--- src/rtl/ubuf_axil_pkg.sv ---
// ubuf_axil_pkg
// Shared types and helpers for the AXI4-Lite to unified-buffer bridge.
//   state_t               : bridge FSM states
//   RESP_OKAY/RESP_SLVERR : AXI response codes
//   UB_WORD_LIMIT_DEFAULT : highest valid buffer word address
//   ub_addr_legal()       : legality check of a zero-extended byte address
package ubuf_axil_pkg;

    typedef enum logic [1:0] {
        IDLE    = 2'd0,
        RD_WAIT = 2'd1,
        WR_RESP = 2'd2,
        RD_RESP = 2'd3
    } state_t;

    localparam logic [1:0]  RESP_OKAY             = 2'b00;
    localparam logic [1:0]  RESP_SLVERR           = 2'b10;
    localparam logic [15:0] UB_WORD_LIMIT_DEFAULT = 16'h29FF;

    // The byte address must be 8-byte aligned, carry nothing above bit 18,
    // and land on a word at or below the buffer's last word.
    function automatic logic ub_addr_legal(
        input logic [63:0] byte_addr,
        input logic [15:0] word_limit = UB_WORD_LIMIT_DEFAULT
    );
        return (byte_addr[2:0] == 3'b000) &&
               (byte_addr[63:19] == '0) &&
               (byte_addr[18:3] <= word_limit);
    endfunction

endpackage

--- src/rtl/ubuf_axil_bridge_hold.sv ---
// axil_hold_reg
// One-deep holding register for an AXI channel payload.
//   clk, rst   : clock, asynchronous active-high reset
//   in_valid   : channel valid; payload captured when the register is empty
//   in_data    : channel payload
//   ready      : channel ready (= !full)
//   clear      : consumer has taken the payload; empties the register
//   full, data : held payload and its occupancy flag
module axil_hold_reg #(
    parameter int W = 32
) (
    input  logic         clk,
    input  logic         rst,
    input  logic         in_valid,
    input  logic [W-1:0] in_data,
    output logic         ready,
    input  logic         clear,
    output logic         full,
    output logic [W-1:0] data
);

    logic         full_reg;
    logic [W-1:0] data_reg;

    // Load and clear never coincide: clear is only raised while full, and a
    // load only happens while empty.
    always_ff @(posedge clk or posedge rst) begin
        if (rst) begin
            full_reg <= 1'b0;
            data_reg <= '0;
        end else if (in_valid && !full_reg) begin
            full_reg <= 1'b1;
            data_reg <= in_data;
        end else if (clear) begin
            full_reg <= 1'b0;
        end
    end

    assign ready = !full_reg;
    assign full  = full_reg;
    assign data  = data_reg;

endmodule

--- src/rtl/ubuf_axil_bridge.sv ---
// ubuf_axil_bridge
// AXI4-Lite slave driving the unified buffer's simple host port. One host
// transaction at a time becomes a single-cycle buffer access; the bridge
// returns the write response or the registered read data.
//   clk, rst                          : clock, asynchronous active-high reset
//   s_aw*/s_w*/s_b*/s_ar*/s_r*        : AXI4-Lite slave channels (64-bit data)
//   axi_ubuf_en/we/addr/wdata         : buffer access strobe and payload
//   axi_ubuf_rdata                    : buffer read data, valid the cycle after a read strobe
module ubuf_axil_bridge
    import ubuf_axil_pkg::*;
#(
    parameter int          ADDR_W        = 32,
    parameter logic [15:0] UB_WORD_LIMIT = UB_WORD_LIMIT_DEFAULT
) (
    input  logic              clk,
    input  logic              rst,
    input  logic              s_awvalid,
    output logic              s_awready,
    input  logic [ADDR_W-1:0] s_awaddr,
    input  logic              s_wvalid,
    output logic              s_wready,
    input  logic [63:0]       s_wdata,
    input  logic [7:0]        s_wstrb,
    output logic              s_bvalid,
    input  logic              s_bready,
    output logic [1:0]        s_bresp,
    input  logic              s_arvalid,
    output logic              s_arready,
    input  logic [ADDR_W-1:0] s_araddr,
    output logic              s_rvalid,
    input  logic              s_rready,
    output logic [63:0]       s_rdata,
    output logic [1:0]        s_rresp,
    output logic              axi_ubuf_en,
    output logic              axi_ubuf_we,
    output logic [15:0]       axi_ubuf_addr,
    output logic [63:0]       axi_ubuf_wdata,
    input  logic [63:0]       axi_ubuf_rdata
);

    logic              aw_full, w_full, ar_full;
    logic [ADDR_W-1:0] aw_addr, ar_addr;
    logic [71:0]       w_data;
    logic              grant_wr, grant_rd;
    logic              wr_legal, rd_legal;

    state_t      state_reg;
    logic        last_wr_reg;
    logic        rd_armed_reg;
    logic        rd_legal_reg;
    logic        en_reg, we_reg;
    logic [15:0] addr_reg;
    logic [63:0] wdata_reg;
    logic        bvalid_reg, rvalid_reg;
    logic [1:0]  bresp_reg, rresp_reg;
    logic [63:0] rdata_reg;

    axil_hold_reg #(.W(ADDR_W)) u_aw_hold (
        .clk(clk), .rst(rst),
        .in_valid(s_awvalid), .in_data(s_awaddr), .ready(s_awready),
        .clear(grant_wr), .full(aw_full), .data(aw_addr)
    );

    axil_hold_reg #(.W(72)) u_w_hold (
        .clk(clk), .rst(rst),
        .in_valid(s_wvalid), .in_data({s_wstrb, s_wdata}), .ready(s_wready),
        .clear(grant_wr), .full(w_full), .data(w_data)
    );

    axil_hold_reg #(.W(ADDR_W)) u_ar_hold (
        .clk(clk), .rst(rst),
        .in_valid(s_arvalid), .in_data(s_araddr), .ready(s_arready),
        .clear(grant_rd), .full(ar_full), .data(ar_addr)
    );

    // Round-robin between the two request types when both are waiting.
    assign grant_wr = (state_reg == IDLE) && aw_full && w_full &&
                      (!ar_full || !last_wr_reg);
    assign grant_rd = (state_reg == IDLE) && ar_full && !grant_wr;

    // The buffer has no byte mask, so only full-word writes are performed.
    assign wr_legal = ub_addr_legal(64'(aw_addr), UB_WORD_LIMIT) &&
                      (w_data[71:64] == 8'hFF);
    assign rd_legal = ub_addr_legal(64'(ar_addr), UB_WORD_LIMIT);

    always_ff @(posedge clk or posedge rst) begin
        if (rst) begin
            state_reg    <= IDLE;
            last_wr_reg  <= 1'b0;
            rd_armed_reg <= 1'b0;
            rd_legal_reg <= 1'b0;
            en_reg       <= 1'b0;
            we_reg       <= 1'b0;
            addr_reg     <= '0;
            wdata_reg    <= '0;
            bvalid_reg   <= 1'b0;
            bresp_reg    <= RESP_OKAY;
            rvalid_reg   <= 1'b0;
            rresp_reg    <= RESP_OKAY;
            rdata_reg    <= '0;
        end else begin
            // The strobe lasts exactly one cycle.
            en_reg <= 1'b0;
            we_reg <= 1'b0;
            case (state_reg)
                IDLE: begin
                    if (grant_wr) begin
                        en_reg      <= wr_legal;
                        we_reg      <= wr_legal;
                        if (wr_legal) begin
                            addr_reg  <= aw_addr[18:3];
                            wdata_reg <= w_data[63:0];
                        end
                        bresp_reg   <= wr_legal ? RESP_OKAY : RESP_SLVERR;
                        last_wr_reg <= 1'b1;
                        state_reg   <= WR_RESP;
                    end else if (grant_rd) begin
                        en_reg       <= rd_legal;
                        if (rd_legal) begin
                            addr_reg <= ar_addr[18:3];
                        end
                        rd_legal_reg <= rd_legal;
                        rd_armed_reg <= 1'b0;
                        last_wr_reg  <= 1'b0;
                        state_reg    <= RD_WAIT;
                    end
                end
                RD_WAIT: begin
                    // First cycle here is the strobe cycle itself; the buffer
                    // data is only present in the cycle after it.
                    if (!rd_armed_reg) begin
                        rd_armed_reg <= 1'b1;
                    end else begin
                        rdata_reg  <= rd_legal_reg ? axi_ubuf_rdata : 64'h0;
                        rresp_reg  <= rd_legal_reg ? RESP_OKAY : RESP_SLVERR;
                        rvalid_reg <= 1'b1;
                        state_reg  <= RD_RESP;
                    end
                end
                WR_RESP: begin
                    // bvalid rises the cycle after the strobe cycle.
                    if (!bvalid_reg) begin
                        bvalid_reg <= 1'b1;
                    end else if (s_bready) begin
                        bvalid_reg <= 1'b0;
                        state_reg  <= IDLE;
                    end
                end
                RD_RESP: begin
                    if (s_rready) begin
                        rvalid_reg <= 1'b0;
                        state_reg  <= IDLE;
                    end
                end
                default: state_reg <= IDLE;
            endcase
        end
    end

    assign axi_ubuf_en    = en_reg;
    assign axi_ubuf_we    = we_reg;
    assign axi_ubuf_addr  = addr_reg;
    assign axi_ubuf_wdata = wdata_reg;
    assign s_bvalid       = bvalid_reg;
    assign s_bresp        = bresp_reg;
    assign s_rvalid       = rvalid_reg;
    assign s_rresp        = rresp_reg;
    assign s_rdata        = rdata_reg;

endmodule

--- config.mk ---
export PLATFORM = sky130hd
export DESIGN_NAME = ubuf_axil_bridge
export DESIGN_NICKNAME = d
export VERILOG_FILES = /design/src/rtl/ubuf_axil_pkg.sv /design/src/rtl/ubuf_axil_bridge_hold.sv /design/src/rtl/ubuf_axil_bridge.sv
export SDC_FILE = /design/constraint.sdc
export NUM_CORES = 1
export LEC_CHECK = 0
export BUFFER_PORTS_ARGS = -buffer_cell sky130_fd_sc_hd__buf_2
export CAP_MARGIN = 20
export CORE_MARGIN = 2
export CORE_UTILIZATION = 34
export CTS_CLUSTER_DIAMETER = 30
export DETAILED_ROUTE_END_ITERATION = 10
export MAX_ROUTING_LAYER = met4
export SYNTH_ARGS = -nofsm -noshare
export SYNTH_HDL_FRONTEND = slang
export SYNTH_HIERARCHICAL = 1
export SYNTH_SLANG_ARGS = --single-unit
--- constraint.sdc ---
create_clock -name clk -period 4.99 [get_ports clk]
set_input_delay 0.499 -clock clk [delete_from_list [all_inputs] [get_ports clk]]
set_output_delay 0.499 -clock clk [all_outputs]
set_load 0.01 [all_outputs]
==> metrics.md, run 1 <==
| Metric | Value |
|---|---|
| Drt initial violations | `around 200` |
| Num rows | `slightly below 70` |
| Post-synthesis sequential area ratio | `60.7%` |
| Adder-Cell Fraction of Synth Area | `0%` |
| Crit path to | `axi_ubuf_addr[3]` |
| Slew Limit Fails | `0` |
| Asr flop ratio synth | `between 90% and 100%` |
| Min-Delay Path Class | `input pin to register` |
| Grt ovf | `0` |
| Post-Syn Area | `12,100 µm²` |
| Die Width | `193 µm` |
| Max FFs per register | `72` |
| Worst vdd ir | `about 0.00034 V` |
| Drt total wl | `between 30,000 and 40,000 µm` |
| Reg2reg setup slack | `around 2.1 ns` |
| H-tree depth | `3` |
| Tot GR Track Use | `~16%` |
| Post-CTS Setup Bufs | `0` |
| Syn avg cell area | `approximately 14 µm²` |
| Drt via density | `between 4 and 5` |
| Placed insts | `1,622` |
| CTS Root Cell | `clkbuf_16` |
| Clk sink count | `~290` |
| Drt pass-1 iters | `6` |
| Routed Antenna Nets | `0` |
| Final Wtd Congestion | `approximately 0.76` |
| Worst Max-Slew Pin Slew | `1.03 ns` |
| Latest clock arrival within the worst-skew pair | `roughly 0.57 ns` |
| CTS Buf Count | `between 70 and 80` |
| Crit Path Class | `register to register` |
| Fin. Hold Viols | `0` |
| WP data arrival | `3.33 ns` |
| Fraction of layout cells with a size suffix above 1 | `between 50% and 60%` |
| Post-Synth XOR/XNOR Area | `0%` |
| Final min period | `between 2 and 3 ns` |
| Max Cap Violations | `0` |
| Peak Freq | `approximately 0.34 GHz` |
| Mapped Cells | `841` |
| Core Area | `35,300 µm²` |
| WP depth | `5` |
| Die footprint | `about 37,000 µm²` |
| Final setup viols | `0` |
| Filler cells | `around 3,200` |
| Largest net degree at the start of global routing | `~130` |
| CP peak stage delay | `1.01 ns` |
| Status | `complete, no violations` |
| Setup TNS | `0 ns` |
| Leakage power | `8.66 nW` |
| Post-synth EDFFs | `0` |
| P per Cell Area | `approximately 590 nW/µm²` |
| CP cell instances | `nor2_4 > nand4_4 > or4b_4 > and2_4 > mux2_4` |
| CP Buf/Inv Count | `0` |
| Final Cell Area | `around 17,000 µm²` |
| CP Max Fanout | `a little under 70` |
| CP startpoint kind | `register` |
| DRC | `0` |
| Global-route wire length before repair | `between 40,000 and 50,000 µm` |
| Synth warn | `6` |
| CP Capture Type | `register` |
| CTS max path bufs | `3` |
| Post-synthesis simple-gate area fraction | `around 6.3%` |
| Area after DPL | `about 14,000 µm²` |
| Reg2reg path depth | `5` |
| Port-buffer cells | `between 300 and 400` |
| Register Area | `7360 µm²` |
| #FFs+latches synth | `approximately 290` |
| WP data required | `5.42 ns` |
| Final Non-Filler Cells | `approximately 1,800` |
| Main combinational cell family by area after synthesis | `multiplexers` |
| Worst reg2reg path endpoint | `axi_ubuf_addr[3]` |
| Compound-cell area share of the yosys netlist | `3.52%` |
| Initial antenna violation count | `4` |
| Period Utilization, post-route | `between 50 and 60%` |
| CP top delay family | `simple AND/OR/NAND/NOR gates` |
| Post-DP HPWL | `20,100 µm` |
| Total power | `between 9 and 10 mW` |
| Mux contribution to synthesized area | `around a quarter` |
| Wire length per cell | `about 17 µm` |
| Worst setup startpoint | `state_reg[0]` |
| Area of the multi-input gates | `~4300 µm²` |
| Hold slack final | `about 0.16 ns` |
| Post-CTS Resized | `0` |
| Area Growth Syn to Fin | `38.7%` |
| TritonCTS clock tree | `yes` |
| Slew headroom | `a little under a third` |
| Fin Clk Skew | `~0.026 ns` |
| Clock slew seen by the registers of the worst setup and hold paths | `0.04 ns` |
| Die height | `between 150 and 200 µm` |
| RSZ-0062 raised after global routing | `no` |
| Dominant synthesized flop cell | `dfrtp_1` |
| Unique masters post-synth | `34` |
| Via count | `about 8,000` |
| Crit path max-delay cell type | `or4b_4` |
| R2r startpoint | `state_reg[0]` |
| Ports | `roughly 360` |
| Initial Util | `34.3%` |
| Vias in the first global route | `just over 8,000` |
| Final nets | `1,448` |
| # hold bufs at CTS | `1` |
cell usage in the layout, fill, tap and decap left out, drive strengths merged, types with 5 or more instances in the layout:
cell,netlist,layout
nand3,5,5
nor4,7,7
dfrtp,294,294
nand2,137,137
nor2,8,8
inv,12,18
clkbuf,24,93
buf,27,371
clkinvlp,0,12
mux2,229,229
clkinv,0,19
o21ai,71,71
bufinv,0,7
worst min-delay path by stage:
stage / slack, ns / endpoint / startpoint / cells past startpoint
floorplan: 0.47 / u_w_hold/data[65] / u_w_hold/data[65] / 1
global placement: 0.46 / s_rdata[57] / s_rdata[57] / 2
detailed placement: 0.47 / s_rdata[57] / s_rdata[57] / 2
CTS: 0.12 / u_w_hold/data[40] / s_wdata[40] / 2
global route: 0.14 / u_w_hold/data[41] / s_wdata[41] / 2
finish: 0.16 / u_ar_hold/data[16] / s_araddr[16] / 2
area by class of cell:
class | count | share of cell area (%)
Clock buffer | 93 | 12.4
Timing Repair Buffer | 372 | 11.4
Tap cell | 461 | 3.43
Clock inverter | 44 | 2.95
Inverter | 12 | 0.305
Antenna cell | 3 | 0.0446
Sequential cell | 294 | 43.8
Multi-Input combinational cell | 485 | 25.7
cells by family (layout without fill, tap and decap cells):
family	Yosys count	in the layout
AOI/OAI and AO/OA	81	81
buffers and inverters	63	521
DFF	294	294
muxes	229	229
other	1	5
and+or+nand+nor	173	173
power breakdown:
part / switching, mW / internal (mW)
combinational: 0.632 / 1.11
clock: 1.49 / 3.33
sequential: 0.396 / 3.01
total: 2.52 / 7.45
worst register-to-register path, cell delays in order, from the launching register on:
cell     delay (ns)
dfrtp_1        0.51
nor2_4         0.20
nand4_4        0.31
or4b_4         1.02
and2_4         0.41
mux2_4         0.33
metal layers:
metal  part of all wire (%)  global-route usage, %  wire length, µm  vias to the layer above
met5                      0                      -                0                        -
met4                    2.6                   8.07              794                        0
met3                    7.9                   4.93             2380                       55
met2                     47                   25.2            14300                      286
met1                     42                   19.7            12700                     3899
li1                       -                      -                -                     3724
metrics by stage:
| stage | utilization (%) | setup slack [ns] |
|---|---|---|
| 2_1_floorplan | - | 0.313 |
| 3_3_place_gp | 40.2 | 2.10 |
| 3_5_place_dp | 40.2 | 2.05 |
| 4_1_cts | 47.5 | 2.02 |
| 5_1_grt | 47.6 | 1.92 |
| 6_report | 47.6 | 2.08 |
synthesized netlist by cell type, drive strengths merged, types with 5 or more instances:
library cell	number	area [µm²]
dfrtp	294	7360
nor2	8	37.5
buf	27	345
nand2	137	514
clkbuf	24	90.1
nand3	5	25.0
nor4	7	43.8
inv	12	45.0
o21ai	71	355
mux2	229	3090
Power figures use the tool's default switching activity.
==> run 2, diff against run 1 <==
- clock period: 4.99 -> 2.97 ns (I/O delays scaled with it)
==> run 2 against run 1 <==
Die area stayed put. Critical path depth stayed put. Highest routed layer unchanged. Worst setup slack worse by 1.5 ns. Largest cell class unchanged. Flip-flop and latch count stayed put. Sequential share of layout area is 4.4 points lower. Largest power group unchanged. Clock skew is 0.0029 ns lower. First-iteration DRC count is 6.3% lower. Cell count is 10% higher. Critical path type unchanged. Sequential power is 68% higher.
==> metrics.md, run 2 (synthesized netlist as in run 1, its figures left out) <==
| Metric | Value |
|---|---|
| Slew headroom | `around two fifths` |
| RSZ-0062 raised after global routing | `no` |
| Routed Antenna Nets | `0` |
| WP data required | `approximately 3.4 ns` |
| Via count | `~8,700` |
| Drt via density | `approximately 4.5` |
| Latest clock arrival within the worst-skew pair | `between 0.5 and 0.6 ns` |
| Vias in the first global route | `9,491` |
| Drt total wl | `33,100 µm` |
| Final setup viols | `0` |
| Metal2 WL | `between 15,000 and 20,000 µm` |
| Area of the multi-input gates | `about 4300 µm²` |
| CP cell instances | `nor2_4 > nand4_4 > or4b_4 > buf_12 > mux2_2` |
| Most frequent cells in the layout | `359 x buf_2, 293 x dfrtp_1, 187 x dlygate4sd3_1, 137 x nand2_1, 136 x mux2_4` |
| Setup ws final | `around 0.57 ns` |
| Area after DPL | `~14,000 µm²` |
| P per Cell Area | `roughly 900 nW/µm²` |
| Placed insts | `between 1,500 and 2,000` |
| Min-Delay Path Class | `input pin to register` |
| Fraction of layout cells with a size suffix above 1 | `~50%` |
| CP Buf/Inv Count | `1` |
| CP top delay family | `simple AND/OR/NAND/NOR gates` |
| Global-route wire length before repair | `roughly 51,000 µm` |
| Ports | `~360` |
| WP depth | `5` |
| CP Capture Type | `register` |
| Reg2reg setup slack | `roughly 0.57 ns` |
| Die Width | `193 µm` |
| Crit path max-delay cell type | `or4b_4` |
| CTS Buf Count | `70` |
| Hold slack final | `~0.033 ns` |
| Setup TNS | `0 ns` |
| CP Max Fanout | `between 60 and 70` |
| Reg2reg path depth | `5` |
| Filler cells | `2,917` |
| Max Cap Violations | `0` |
| DRC | `0` |
| Met3 WL | `between 2000 and 2500 µm` |
| Crit path to | `axi_ubuf_wdata[16]` |
| Drt initial violations | `between 150 and 200` |
| Die footprint | `about 37,000 µm²` |
| Worst reg2reg path endpoint | `axi_ubuf_wdata[16]` |
| Worst setup startpoint | `state_reg[0]` |
| Worst Max-Slew Pin Slew | `0.898 ns` |
| Final core occ | `a little over half` |
| Max FFs per register | `72` |
| Period Utilization, post-route | `between 80 and 90%` |
| Largest net degree at the start of global routing | `94` |
| CP peak stage delay | `between 0.6 and 0.7 ns` |
| CTS max path bufs | `3` |
| Num rows | `69` |
| TritonCTS clock tree | `yes` |
| Die height | `approximately 190 µm` |
| Fin Clk Skew | `~0.024 ns` |
| WP data arrival | `around 2.8 ns` |
| Wire length per cell | `approximately 17 µm` |
| Post-CTS Setup Bufs | `0` |
| Dpl ws | `roughly 0.57 ns` |
| Final nets | `1,631` |
| Register Area | `around 7400 µm²` |
| Initial Util | `about a third` |
| Clock slew seen by the registers of the worst setup and hold paths | `about 0.05 ns` |
| Final Non-Filler Cells | `between 1,500 and 2,000` |
| Grt ovf | `0` |
| Crit Path Class | `register to register` |
| Peak Freq | `approximately 0.42 GHz` |
| Clk sink count | `slightly below 300` |
| Slew Limit Fails | `0` |
| Total power | `between 15 and 20 mW` |
| Status | `complete, no violations` |
| Commonest non-fill, non-tap cell in the layout | `buf_2` |
| Final Wtd Congestion | `0.752` |
| R2r startpoint | `state_reg[0]` |
| Port-buffer cells | `around 360` |
| Area Growth Syn to Fin | `54.2%` |
| CTS Root Cell | `clkbuf_16` |
| Final Cell Area | `around 19,000 µm²` |
| Final min period | `around 2.4 ns` |
| Highest Signal Layer | `met4` |
| DRT met1 WL | `about 13,000 µm` |
| Drt pass-1 iters | `5` |
| Worst vdd ir | `between 0.0005 and 0.0006 V` |
| Post-DP HPWL | `20,400 µm` |
| Tot GR Track Use | `a little under a fifth` |
| H-tree depth | `3` |
| Leakage power | `9.45 nW` |
| Core Area | `35,300 µm²` |
| Initial antenna violation count | `3` |
| CP startpoint kind | `register` |
| Fin. Hold Viols | `0` |
==> run 2: cell count changes in the layout (fill, tap and decap cells not counted), moves of 4 or more <==
cell           before  now
inv_6               8    3
dlygate4sd3_1       1  187
buf_12              0    7
clkinvlp_4         12    8
==> run 2: layer usage <==
metal	up-vias	global-route usage, %
li1	4080	-
met5	-	-
met3	85	5.91
met1	4227	20.4
met2	317	29.2
met4	0	7.93
==> run 2: repair_timing <==
action,CTS,global route
hold buffers,186,1
resized for setup,0,0
endpoints found under the hold margin,420,1
==> run 2: worst min path at each step <==
stage,from,to,slack [ns],depth (start not counted)
final,axi_ubuf_rdata[59],s_rdata[59],0.03,3
after global routing,axi_ubuf_rdata[10],s_rdata[10],0.01,3
after CTS,axi_ubuf_rdata[59],s_rdata[59],0.0009,3
after detailed placement,rst,u_aw_hold/data[11],0.33,2
after global placement,rst,u_aw_hold/data[12],0.32,2
after floorplan,rst,u_ar_hold/data[0],0.43,1
==> run 2: tightest hold or removal path, delay by kind of cell <==
kind,cells,cell delay (ns)
buf+inv,1,0.10
compound gates,1,0.07
simple gates,1,0.05
==> run 2: cell type report <==
class                      instances  area share (%)
antenna                            3          0.0401
clock buffer                      91            10.8
multi-input combinational        485            23.1
tap                              461            3.08
sequential                       294            39.3
timing repair buffer             561            20.7
clock inverter                    35            2.63
inverter                          12           0.268
==> run 2: where the power goes <==
part / leakage [nW] / switching, mW / internal, mW
Sequential: 3.78 / 0.672 / 5.05
Combinational: 4.45 / 1.14 / 2.05
Clock: 1.22 / 2.35 / 5.65
==> run 3, diff against run 2 <==
- clock period: 2.97 -> 2.5 ns (I/O delays scaled with it)
==> run 3 against run 2 <==
Wire length fell by 1.2%. Final area rose by 0.45%. Worst setup slack got worse by 0.34 ns. Clock skew fell by 0.0015 ns. Flip-flop and latch count did not move. Clock-buffer cell count fell by 7. Fmax rose by 5.7%. Clock power rose by 13%. Sequential share of layout area fell by 0.18 points. Via count rose by 0.45%. Critical path depth did not move. Highest routed layer unchanged.
==> metrics.md, run 3 (synthesized netlist as in run 1, its figures left out) <==
| Metric | Value |
|---|---|
| P per Cell Area | `1050 nW/µm²` |
| WP data required | `a little under 3 ns` |
| TritonCTS clock tree | `yes` |
| Setup TNS | `0 ns` |
| CP Capture Type | `register` |
| Drt pass-1 iters | `4` |
| DRC | `0` |
| Die Width | `between 150 and 200 µm` |
| Switching share of power | `around a quarter` |
| Clock slew seen by the registers of the worst setup and hold paths | `about 0.05 ns` |
| Latest clock arrival within the worst-skew pair | `0.56 ns` |
| Drt initial violations | `231` |
| Switch Pwr | `roughly 4.9 mW` |
| Port-buffer cells | `359` |
| Final Non-Filler Cells | `1,960` |
| Routed Antenna Nets | `0` |
| Fraction of layout cells with a size suffix above 1 | `between 40% and 50%` |
| Final Cell Area | `18,800 µm²` |
| Worst vdd ir | `between 0.0007 and 0.0008 V` |
| Period Utilization, post-route | `~91%` |
| Highest Signal Layer | `met4` |
| Vias in the first global route | `~9,400` |
| Ports | `around 360` |
| Global-route wire length before repair | `49,700 µm` |
| Power Internal | `around 15 mW` |
| Slew headroom | `54.2%` |
| Slew Limit Fails | `0` |
| Core Area | `about 35,000 µm²` |
| Worst Max-Slew Pin Slew | `0.688 ns` |
| Area Growth Syn to Fin | `54.9%` |
| Fin Clk Skew | `0.0221 ns` |
| Min-Delay Path Class | `input pin to register` |
| Max FFs per register | `between 70 and 80` |
| WP data arrival | `around 2.7 ns` |
| Flop pwr share | `between 30 and 40%` |
| Leakage power | `approximately 9.5 nW` |
| Clock network power share | `between 40 and 50%` |
| Final nets | `between 1,500 and 2,000` |
| H-tree depth | `3` |
| Drt total wl | `about 33,000 µm` |
| Setup ws final | `around 0.23 ns` |
| Die height | `just under 200 µm` |
| Largest net degree at the start of global routing | `just under 90` |
| Clk sink count | `294` |
| RSZ-0062 raised after global routing | `no` |
| Post-CTS Resized | `0` |
| Die footprint | `between 30,000 and 40,000 µm²` |
| CP startpoint kind | `register` |
| CTS max path bufs | `3` |
| Final Wtd Congestion | `approximately 0.74` |
| Via count | `8,748` |
| Reg2reg setup slack | `0.23 ns` |
| CTS Root Cell | `clkbuf_16` |
| Commonest non-fill, non-tap cell in the layout | `buf_2` |
| Status | `complete, no violations` |
| Wire length per cell | `about 17 µm` |
| Total power | `approximately 20 mW` |
| CP Max Fanout | `21` |
| Initial Util | `between 30% and 40%` |
| Crit Path Class | `register to register` |
| Comb power frac | `between 15 and 20%` |
| Metal2 WL | `15,900 µm` |
| CTS Buf Count | `67` |
| Max Cap Violations | `0` |
| Num rows | `69` |
| Placed insts | `approximately 1,600` |
| Met3 WL | `between 2000 and 2500 µm` |
| Peak Freq | `~0.44 GHz` |
| Area after DPL | `approximately 14,000 µm²` |
| Final min period | `roughly 2.3 ns` |
| Initial antenna violation count | `3` |
| Grt ovf | `0` |
| DRT met1 WL | `13,400 µm` |
| Drt via density | `~4.5` |
| Final setup viols | `0` |
| Most frequent cells in the layout | `359 x buf_2, 293 x dfrtp_1, 201 x dlygate4sd3_1, 137 x nand2_1, 136 x mux2_4` |
| Post-DP HPWL | `roughly 21,000 µm` |
| Dpl ws | `between 0.2 and 0.3 ns` |
| Fin. Hold Viols | `0` |
| Tot GR Track Use | `between 15 and 20%` |
[run 3: layer usage]
layer | vias to the layer above | global-route usage [%]
li1 | 4114 | -
met1 | 4246 | 20.2
met2 | 295 | 28.7
met3 | 93 | 4.67
met4 | 0 | 9.57
met5 | - | -
[run 3: metrics by stage]
step	util [%]	hold WS [ns]
finish	53.2	0.0412
global route	53.2	0.0506
CTS	53.2	0.0102
detailed placement	40.8	0.266
global placement	40.8	0.259
floorplan	-	0.379
[run 3: cell type report]
| class | instances | area [µm²] |
|---|---|---|
| Sequential cell | 294 | 7360 |
| Antenna cell | 3 | 7.51 |
| Multi-Input combinational cell | 485 | 4320 |
| Tap cell | 461 | 577 |
| Clock buffer | 84 | 1850 |
| Clock inverter | 38 | 509 |
| Timing Repair Buffer | 583 | 4110 |
| Inverter | 12 | 50.0 |
| Fill cell | 2910 | 16500 |
[run 3: final timing paths]
kind | to | from | cells past startpoint
min in group asynchronous | u_aw_hold/data[11] | rst | 3
max in group asynchronous | u_aw_hold/data[5] | rst | 4
setup / recovery | axi_ubuf_wdata[27] | u_aw_hold/data[1] | 5
setup reg to reg | axi_ubuf_wdata[27] | u_aw_hold/data[1] | 5
hold reg to reg | s_rdata[46] | s_rdata[46] | 2
hold / removal | s_bvalid | s_bready | 3
[run 3: power by group through the flow]
stage,combinational (mW),sequential (mW),clock (mW)
2_1_floorplan,3.04,6.56,0
4_1_cts,3.89,6.78,9.23
3_5_place_dp,3.60,6.83,0
5_1_grt,4.16,6.95,9.49
3_3_place_gp,3.55,6.77,0
6_report,3.87,6.79,9.07
[run 3: worst max-delay path, stage by stage (launching register included)]
cell and delay (ns):
dfrtp_1 0.38, nor4_1 0.33, nand4_1 0.17, or4b_4 0.63
buf_4 0.28, mux2_2 0.32
[run 3: what timing repair did]
item | in CTS | in global routing
hold endpoints to repair | 415 | 0
hold buffers | 201 | 0
buffers inserted | 0 | 0
